**config.mk**
```make
export PLATFORM = sky130hd
export DESIGN_NAME = booth_r4_seq_mul
export DESIGN_NICKNAME = d
export VERILOG_FILES = /design/src/rtl/booth_pkg.sv /design/src/rtl/booth_r4_step.sv /design/src/rtl/booth_r4_seq_mul.sv
export SDC_FILE = /design/constraint.sdc
export NUM_CORES = 1
export LEC_CHECK = 0
export ABC_CLOCK_PERIOD_IN_PS = 5300
export CORE_MARGIN = 8
export CORE_UTILIZATION = 35
export DETAILED_ROUTE_END_ITERATION = 6
export HOLD_SLACK_MARGIN = 0.15
export PLACE_DENSITY = 0.61
export SKIP_CTS_REPAIR_TIMING = 1
export SYNTH_ARGS = -nofsm -noshare
export SYNTH_HDL_FRONTEND = slang
export SYNTH_SLANG_ARGS = --single-unit
```
**constraint.sdc**
```tcl
create_clock -name clk_i -period 5.3 [get_ports clk_i]
set_input_delay 1.06 -clock clk_i [delete_from_list [all_inputs] [get_ports clk_i]]
set_output_delay 1.06 -clock clk_i [all_outputs]
set_load 0.02 [all_outputs]
```
**src/rtl/booth_pkg.sv**
```systemverilog
// Shared types and the radix-4 Booth recoding function for the sequential multiplier.
package booth_pkg;

    typedef enum logic [1:0] {
        IDLE,
        CALC,
        DONE
    } state_e;

    typedef enum logic [2:0] {
        ZERO,
        POS1,
        POS2,
        NEG1,
        NEG2
    } booth_digit_e;

    // Window is {mr[2i+1], mr[2i], mr[2i-1]}.
    function automatic booth_digit_e booth_recode(input logic [2:0] window);
        case (window)
            3'b001, 3'b010: booth_recode = POS1;
            3'b011:         booth_recode = POS2;
            3'b100:         booth_recode = NEG2;
            3'b101, 3'b110: booth_recode = NEG1;
            default:        booth_recode = ZERO;
        endcase
    endfunction

endpackage

```
**src/rtl/booth_r4_step.sv**
```systemverilog
// One radix-4 Booth iteration: adds digit*mcand to the partial product, W+1 bits wide.
module booth_r4_step
    import booth_pkg::*;
#(
    parameter int W = 10
) (
    input  logic [W:0]   acc,
    input  logic [W-1:0] mcand,
    input  logic [2:0]   window,
    output logic [W:0]   acc_next
);

    localparam logic [W:0] ONE = {{W{1'b0}}, 1'b1};
    localparam logic [W:0] TWO = {{(W-1){1'b0}}, 2'b10};

    logic [W:0] m_ext;

    assign m_ext = {mcand[W-1], mcand};

    always_comb begin
        // NOTE: default assigned first so no path through the case can infer a latch.
        acc_next = acc;
        case (booth_recode(window))
            POS1:    acc_next = acc + m_ext;
            POS2:    acc_next = acc + (m_ext << 1);
            NEG1:    acc_next = acc + (~m_ext + ONE);
            NEG2:    acc_next = acc + ((~m_ext << 1) + TWO);
            default: acc_next = acc;
        endcase
    end

endmodule

```
**src/rtl/booth_r4_seq_mul.sv**
```systemverilog
// Iterative radix-4 Booth multiplier, one digit per clock, valid/ready on operands and product.
module booth_r4_seq_mul
    import booth_pkg::*;
#(
    parameter int N = 8
) (
    input  logic           clk_i,
    input  logic           rst_ni,
    input  logic           clear_i,
    input  logic           valid_i,
    output logic           ready_o,
    input  logic           signed_i,
    input  logic [N-1:0]   multiplicand_i,
    input  logic [N-1:0]   multiplier_i,
    output logic           valid_o,
    input  logic           ready_i,
    output logic [2*N-1:0] product_o,
    output logic           busy_o
);

    localparam int W    = N + 2;
    localparam int ITER = W / 2;
    localparam int CW   = $clog2(ITER);

    state_e         state_q, state_d;
    logic [W:0]     acc_q;
    logic [W-1:0]   mr_q, mcand_q;
    logic           mr_prev_q;
    logic [CW-1:0]  count_q;
    logic [2*N-1:0] product_q;

    logic [W:0]     acc_sum;
    logic [2*W:0]   shifted;
    logic           last_iter, accept;
    logic [W-1:0]   mcand_ext, mr_ext;

    booth_r4_step #(.W(W)) u_step (
        .acc      (acc_q),
        .mcand    (mcand_q),
        .window   ({mr_q[1:0], mr_prev_q}),
        .acc_next (acc_sum)
    );

    // The {acc, mr} pair shifts as one arithmetic register so product bits fill mr from the top.
    assign shifted   = $signed({acc_sum, mr_q}) >>> 2;
    assign last_iter = (count_q == CW'(ITER - 1));
    assign accept    = valid_i && ready_o && !clear_i;
    assign mcand_ext = {{2{signed_i & multiplicand_i[N-1]}}, multiplicand_i};
    assign mr_ext    = {{2{signed_i & multiplier_i[N-1]}}, multiplier_i};
    assign product_o = product_q;

    always_comb begin
        state_d = state_q;
        ready_o = 1'b0;
        valid_o = 1'b0;
        busy_o  = 1'b0;
        case (state_q)
            IDLE: begin
                ready_o = 1'b1;
                if (accept) state_d = CALC;
            end
            CALC: begin
                busy_o = 1'b1;
                if (last_iter) state_d = DONE;
            end
            DONE: begin
                valid_o = 1'b1;
                if (ready_i) state_d = IDLE;
            end
            default: state_d = IDLE;
        endcase
        if (clear_i) state_d = IDLE;
    end

    always_ff @(posedge clk_i or negedge rst_ni) begin
        // NOTE: sequential state uses non-blocking assignments so every register samples pre-edge values.
        if (!rst_ni) begin
            state_q <= IDLE;
        end else begin
            state_q <= state_d;
        end
    end

    always_ff @(posedge clk_i or negedge rst_ni) begin
        if (!rst_ni) begin
            acc_q     <= '0;
            mr_q      <= '0;
            mcand_q   <= '0;
            mr_prev_q <= 1'b0;
            count_q   <= '0;
            product_q <= '0;
        end else if (!clear_i) begin
            if (state_q == IDLE && accept) begin
                mcand_q   <= mcand_ext;
                mr_q      <= mr_ext;
                acc_q     <= '0;
                mr_prev_q <= 1'b0;
                count_q   <= '0;
            end else if (state_q == CALC) begin
                acc_q     <= shifted[2*W:W];
                mr_q      <= shifted[W-1:0];
                mr_prev_q <= mr_q[1];
                count_q   <= count_q + {{(CW-1){1'b0}}, 1'b1};
                if (last_iter) product_q <= shifted[2*N-1:0];
            end
        end
    end

endmodule

```
==> run metrics, run 1 <==
DRC violations left=0; grt total ovfl=0; CTS tree=yes; Setup Crit Path Kind=in -> reg; setup TNS=0 ps; Via density=5.48; status=finished, final reports clean; period utilisation layout=0.612; Layout Cells excl Fill=663; Clock Skews=11.9 ps; Psw=1250 uW; fill cell total of the finished layout=1,150; Setup crit start kind=input port; Mapped Nets=560; RD Place Congestion=0.904; die area=15,300 sq um; final antenna-violating net count=0; Syn Area/Cell=8.32 sq um; Longest Clk Path Bufs=2; Clock transition at path regs=70 ps; clk_lat worst skew=290 ps; sequential area share after synthesis=0.308; worst-margin pin slew=766 ps; routed vias=3,630; FP Rows=39; share of layout cells above drive strength 1=0.0519; vias in the first global route=3,685; Worst Hold End=product_o[2]$_DFFE_PN0P_; RSZ-0062 raised after global routing=false; DR iter-0 viols=252; Worst slew margin=0.489; core outline area=11,400 sq um; most frequent cells in the layout=nand2_1, dfrtp_1, ha_1; Syn Std Cell Area=4070 sq um; I/O pins=41; Post-synth EDFFs=0; fin worst setup slack=2060 ps; Slowest cell on crit path=and2_1; dpl ws=1790 ps; Comb pwr share=0.609; H-tree Lvls=2; Unique masters post-synth=57; power density over the cells=570 nW/um^2; Worst Path Arrival=3420 ps; leakage=0.00213 uW; P_int=1480 uW; fin. max-slew vios=0; crit path time final=3240 ps; fmax=0.308 GHz; clock root cell=clkbuf_16; first-pass GRT wire length=19,100 microns; clk sinks=50; Routed wire per std cell=17.6 microns; Worst Hold Depth=2; All-Layer GR Usage=0.158; cell depth of the worst flop-to-flop path=11; Port Buffers=40; CTS Buf Count=5; Max-Cap Viols=0; switch share=0.459; post-placement cell count=655; chip width=124 microns; Synth Instances=489; Reg2Reg Setup Slack=2180 ps; worst min-delay path class=reg -> reg; min-delay src=product_o[2]$_DFFE_PN0P_; clock power share=0.158; DR pass1 iterations=5; pin count of the biggest net entering global routing=51; area grow syn2layout=17.6%; initial core utilization=0.358; maximum vdd drop=210 uV; Ant. Diodes=0; worst r2r src=mcand_q[1]$_DFFE_PN0P_; Critical Path RT=5480 ps; number of synthesized register bits=50; WP buf/inv=1; Die H=124 microns; Final nets=590; total power draw=2720 uW; commonest non-fill, non-tap cell in the layout=nand2_1; cells along the critical path=clkdlybuf4s50_1, nor2_1, and2_1, nand3_1, o31ai_1; Core Util, Final=0.420; Reg area=1250 sq um; initial antenna violation count=0; synth warn=0; Async SR Flop Fraction=1.00; hpwl dp=8840 microns; Worst R2R End=acc_q[9]$_DFFE_PN0P_; Final Hold Fails=0; crit-path max cell delay=650 ps; final setup vio count=0; Max FO, Critical Path=22; Synth Flop Type=dfrtp_1; Crit path max-delay family=simple AND/OR/NAND/NOR gates; Seq pwr share=0.233; Total Wirelength=11,700 microns; Worst Setup End Kind=flop; area occupied by multi-input gates=2620 sq um
## tightest hold or removal path, delay by kind of cell (launching register included)
family	cells	cell delay (ps)
and+or+nand+nor	2	100
DFF	1	350
## worst max path at each step
| stage | start | endpoint | slack, ps | cells past startpoint |
|---|---|---|---|---|
| finish | clear_i | product_o[15]$_DFFE_PN0P_ | 2060 | 5 |
| global route | clear_i | product_o[15]$_DFFE_PN0P_ | 1750 | 5 |
| CTS | clear_i | product_o[15]$_DFFE_PN0P_ | 2020 | 5 |
| detailed placement | clear_i | product_o[15]$_DFFE_PN0P_ | 1790 | 5 |
| global placement | clear_i | product_o[15]$_DFFE_PN0P_ | 1920 | 5 |
| floorplan | mcand_q[1]$_DFFE_PN0P_ | acc_q[9]$_DFFE_PN0P_ | 2540 | 11 |
## synth_stat cells, drive strengths merged, types with 10 or more instances
cell	number	area, sq um
inv	30	113
nand2	74	278
buf	11	53.8
nor2b	10	62.6
xnor2	13	114
a21oi	27	135
nand3	10	50.1
o21ai	47	235
dfrtp	50	1250
ha	45	563
nor2	40	150
a31oi	14	87.6
nor3	10	50.1
## cell type report
| class | count | area share |
|---|---|---|
| multi-input cells | 389 | 0.548 |
| repair buffers | 43 | 0.0874 |
| flip-flops and latches | 50 | 0.262 |
| well taps | 143 | 0.0374 |
| inverters | 30 | 0.0236 |
| clock inverters | 2 | 0.0126 |
| clock buffers | 6 | 0.0290 |
## routing by layer
layer	part of all wire	track usage
met4	0.015	0.0421
met2	0.49	0.265
met1	0.46	0.209
met5	0	0
met3	0.042	0.0204
## kinds of logic after synthesis
group                      synth area share
muxes                                0.0138
DFF                                   0.308
adders and majority gates             0.158
AOI/OAI and AO/OA                     0.235
xor gates and xnor gates             0.0428
and+or+nand+nor                       0.193
buffers and inverters                0.0492
## state kept, by name, indices dropped and copies added (netlist names)
| name | flops |
|---|---|
| mr_prev_q | 1 |
| mcand_q | 9 |
| mr_q | 10 |
| count_q | 3 |
| acc_q | 9 |
| state_q | 2 |
| product_o | 16 |
## per-stage QoR
stage | instance area, sq um | hold slack (ps)
2_1_floorplan | 4070 | 461
3_3_place_gp | 4580 | 466
3_5_place_dp | 4580 | 466
4_1_cts | 4780 | 483
5_1_grt | 4780 | 508
6_report | 4780 | 481
## power by group through the flow
| stage | Combinational, uW | Clock (uW) | Sequential [uW] |
|---|---|---|---|
| finish | 1660 | 430 | 634 |
| global placement | 1620 | 0 | 638 |
| CTS | 1660 | 438 | 633 |
| floorplan | 1170 | 0 | 634 |
| detailed placement | 1640 | 0 | 639 |
| global route | 1840 | 454 | 651 |
No activity file was read; power rests on OpenSTA's default activity.
==> run 2, diff against run 1 <==
- ABC_CLOCK_PERIOD_IN_PS: 5300 -> 3100
- clock period: 5.3 -> 3.1 ns (I/O delays scaled with it)
==> run 2 against run 1 <==
  * Highest routed layer unchanged
  * Sequential share of layout area shrank 0.10 points
  * Global-route usage shrank 0.59 points
  * Via count grew 0.94%
  * Routed wire length shrank 0.60%
  * First-iteration DRC count grew 36%
  * Cell count grew 1.4%
  * Non-clock buffer count grew 10
  * Critical endpoint is now acc_q[9]$_DFFE_PN0P_
==> run metrics, run 2 (synthesis results as in run 1) <==
die area=15,300 sq um (unchanged); Final Hold Fails=0 (unchanged); hpwl dp=9000 microns (+1.7%); post-placement cell count=665 (+1.5%); RD Place Congestion=0.949 (+5.0%); All-Layer GR Usage=0.152 (-0.00588); leakage=0.00215 uW (+0.58%); CTS Buf Count=5 (unchanged); CTS tree=yes; I/O pins=41 (unchanged); Worst Path Arrival=3090 ps (-330 ps); Layout Cells excl Fill=672 (+1.4%); power density over the cells=929 nW/um^2 (+63%); area occupied by multi-input gates=2620 sq um (about the same); vias in the first global route=3,467 (-5.9%); Port Buffers=40 (unchanged); commonest non-fill, non-tap cell in the layout=nand2_1; maximum vdd drop=405 uV (+93%); cells along the critical path=inv_1, ha_1, ha_1, fa_2, a211oi_2, o21bai_1, a2111oi_2, nor3_1, xnor2_1, nand2_1, a211oi_2; share of layout cells above drive strength 1=0.0718 (+0.0199); Max FO, Critical Path=4 (-82%); crit path time final=2890 ps; fill cell total of the finished layout=1,168 (+1.6%); initial core utilization=0.358 (unchanged); Final nets=600 (+1.7%); DRC violations left=0 (unchanged); routed vias=3,664 (+0.94%); clock root cell=clkbuf_16; Routed wire per std cell=17.2 microns (-1.9%); worst-margin pin slew=659 ps (-107 ps); initial antenna violation count=0 (unchanged); Via density=5.45 (-0.42%); Slowest cell on crit path=dfrtp_1; Worst slew margin=0.560 (+0.0703); H-tree Lvls=2 (unchanged); Critical Path RT=3300 ps (-2180 ps); clk sinks=50 (unchanged); RSZ-0062 raised after global routing=false; most frequent cells in the layout=nand2_1, dfrtp_1, ha_1; Total Wirelength=11,600 microns (-0.60%); Die H=124 microns (unchanged); FP Rows=39 (unchanged); worst min-delay path class=in -> async; DR pass1 iterations=5 (unchanged); Clock transition at path regs=70 ps (about the same); Clock Skews=6.94 ps (-4.94 ps); grt total ovfl=0 (unchanged); Reg area=1250 sq um (unchanged); Setup Crit Path Kind=reg -> reg; Reg2Reg Setup Slack=210 ps (-1970 ps); first-pass GRT wire length=18,500 microns (-3.4%); final antenna-violating net count=0 (unchanged); fmax=0.346 GHz; clk_lat worst skew=290 ps (about the same); final setup vio count=0 (unchanged); fin. max-slew vios=0 (unchanged); pin count of the biggest net entering global routing=32 (-37%); Setup crit start kind=flop; area grow syn2layout=18.0%; max reg flops=16 (unchanged); setup TNS=0 ps (unchanged); Longest Clk Path Bufs=2 (unchanged); core outline area=11,400 sq um (unchanged); status=finished, final reports clean; chip width=124 microns (unchanged); period utilisation layout=0.933; Max-Cap Viols=0 (unchanged); Worst Setup End Kind=flop; DR iter-0 viols=342 (+36%); Ant. Diodes=0 (unchanged); crit-path max cell delay=390 ps (-260 ps)
==> run 2: critical path: cells and delay by family (launching register included) <==
family | cells | cell delay (ps)
buf+inv | 1 | 140
compound gates | 4 | 990
flops | 1 | 390
xor+xnor | 1 | 150
fa+ha+maj | 3 | 920
simple gates | 2 | 210
==> run 2: area by class of cell <==
| class | count | area share |
|---|---|---|
| tap | 143 | 0.0373 |
| clock buffer | 5 | 0.0261 |
| inverter | 30 | 0.0235 |
| multi-input combinational | 389 | 0.547 |
| clock inverter | 2 | 0.00313 |
| sequential | 50 | 0.261 |
| timing repair buffer | 53 | 0.103 |
==> run 2: path summary, 6_finish.rpt <==
kind | cells past startpoint | to | from
worst max-delay path | 11 | acc_q[9]$_DFFE_PN0P_ | mcand_q[1]$_DFFE_PN0P_
worst min-delay path | 1 | product_o[13]$_DFFE_PN0P_ | rst_ni
worst max register to register | 11 | acc_q[9]$_DFFE_PN0P_ | mcand_q[1]$_DFFE_PN0P_
worst min register to register | 2 | product_o[3]$_DFFE_PN0P_ | product_o[3]$_DFFE_PN0P_
max in group asynchronous | 2 | mr_q[4]$_DFFE_PN0P_ | rst_ni
min in group clk_i | 2 | product_o[3]$_DFFE_PN0P_ | product_o[3]$_DFFE_PN0P_
==> run 2: power by group <==
group	internal [uW]	switching (uW)	total (uW)
Sequential	837	209	1050
Combinational	1240	1630	2870
Clock	295	247	542
==> run 2: through the flow <==
stage / util / power (uW) / hold WS, ps / cell area (sq um) / worst slack [ps]
after global placement: 0.410 / 3840 / 464 / 4660 / 247
after global routing: 0.422 / 4830 / 313 / 4800 / 35.0
final: 0.422 / 4460 / 289 / 4800 / 208
after detailed placement: 0.410 / 3870 / 463 / 4660 / 132
after floorplan: - / 3080 / 324 / 4070 / 339
after CTS: 0.422 / 4440 / 300 / 4800 / 112
==> run 2: metal layers <==
layer,wire [microns],global-route usage
met5,0,0
met4,78,0.0309
met3,498,0.0154
met2,5580,0.244
met1,5430,0.216
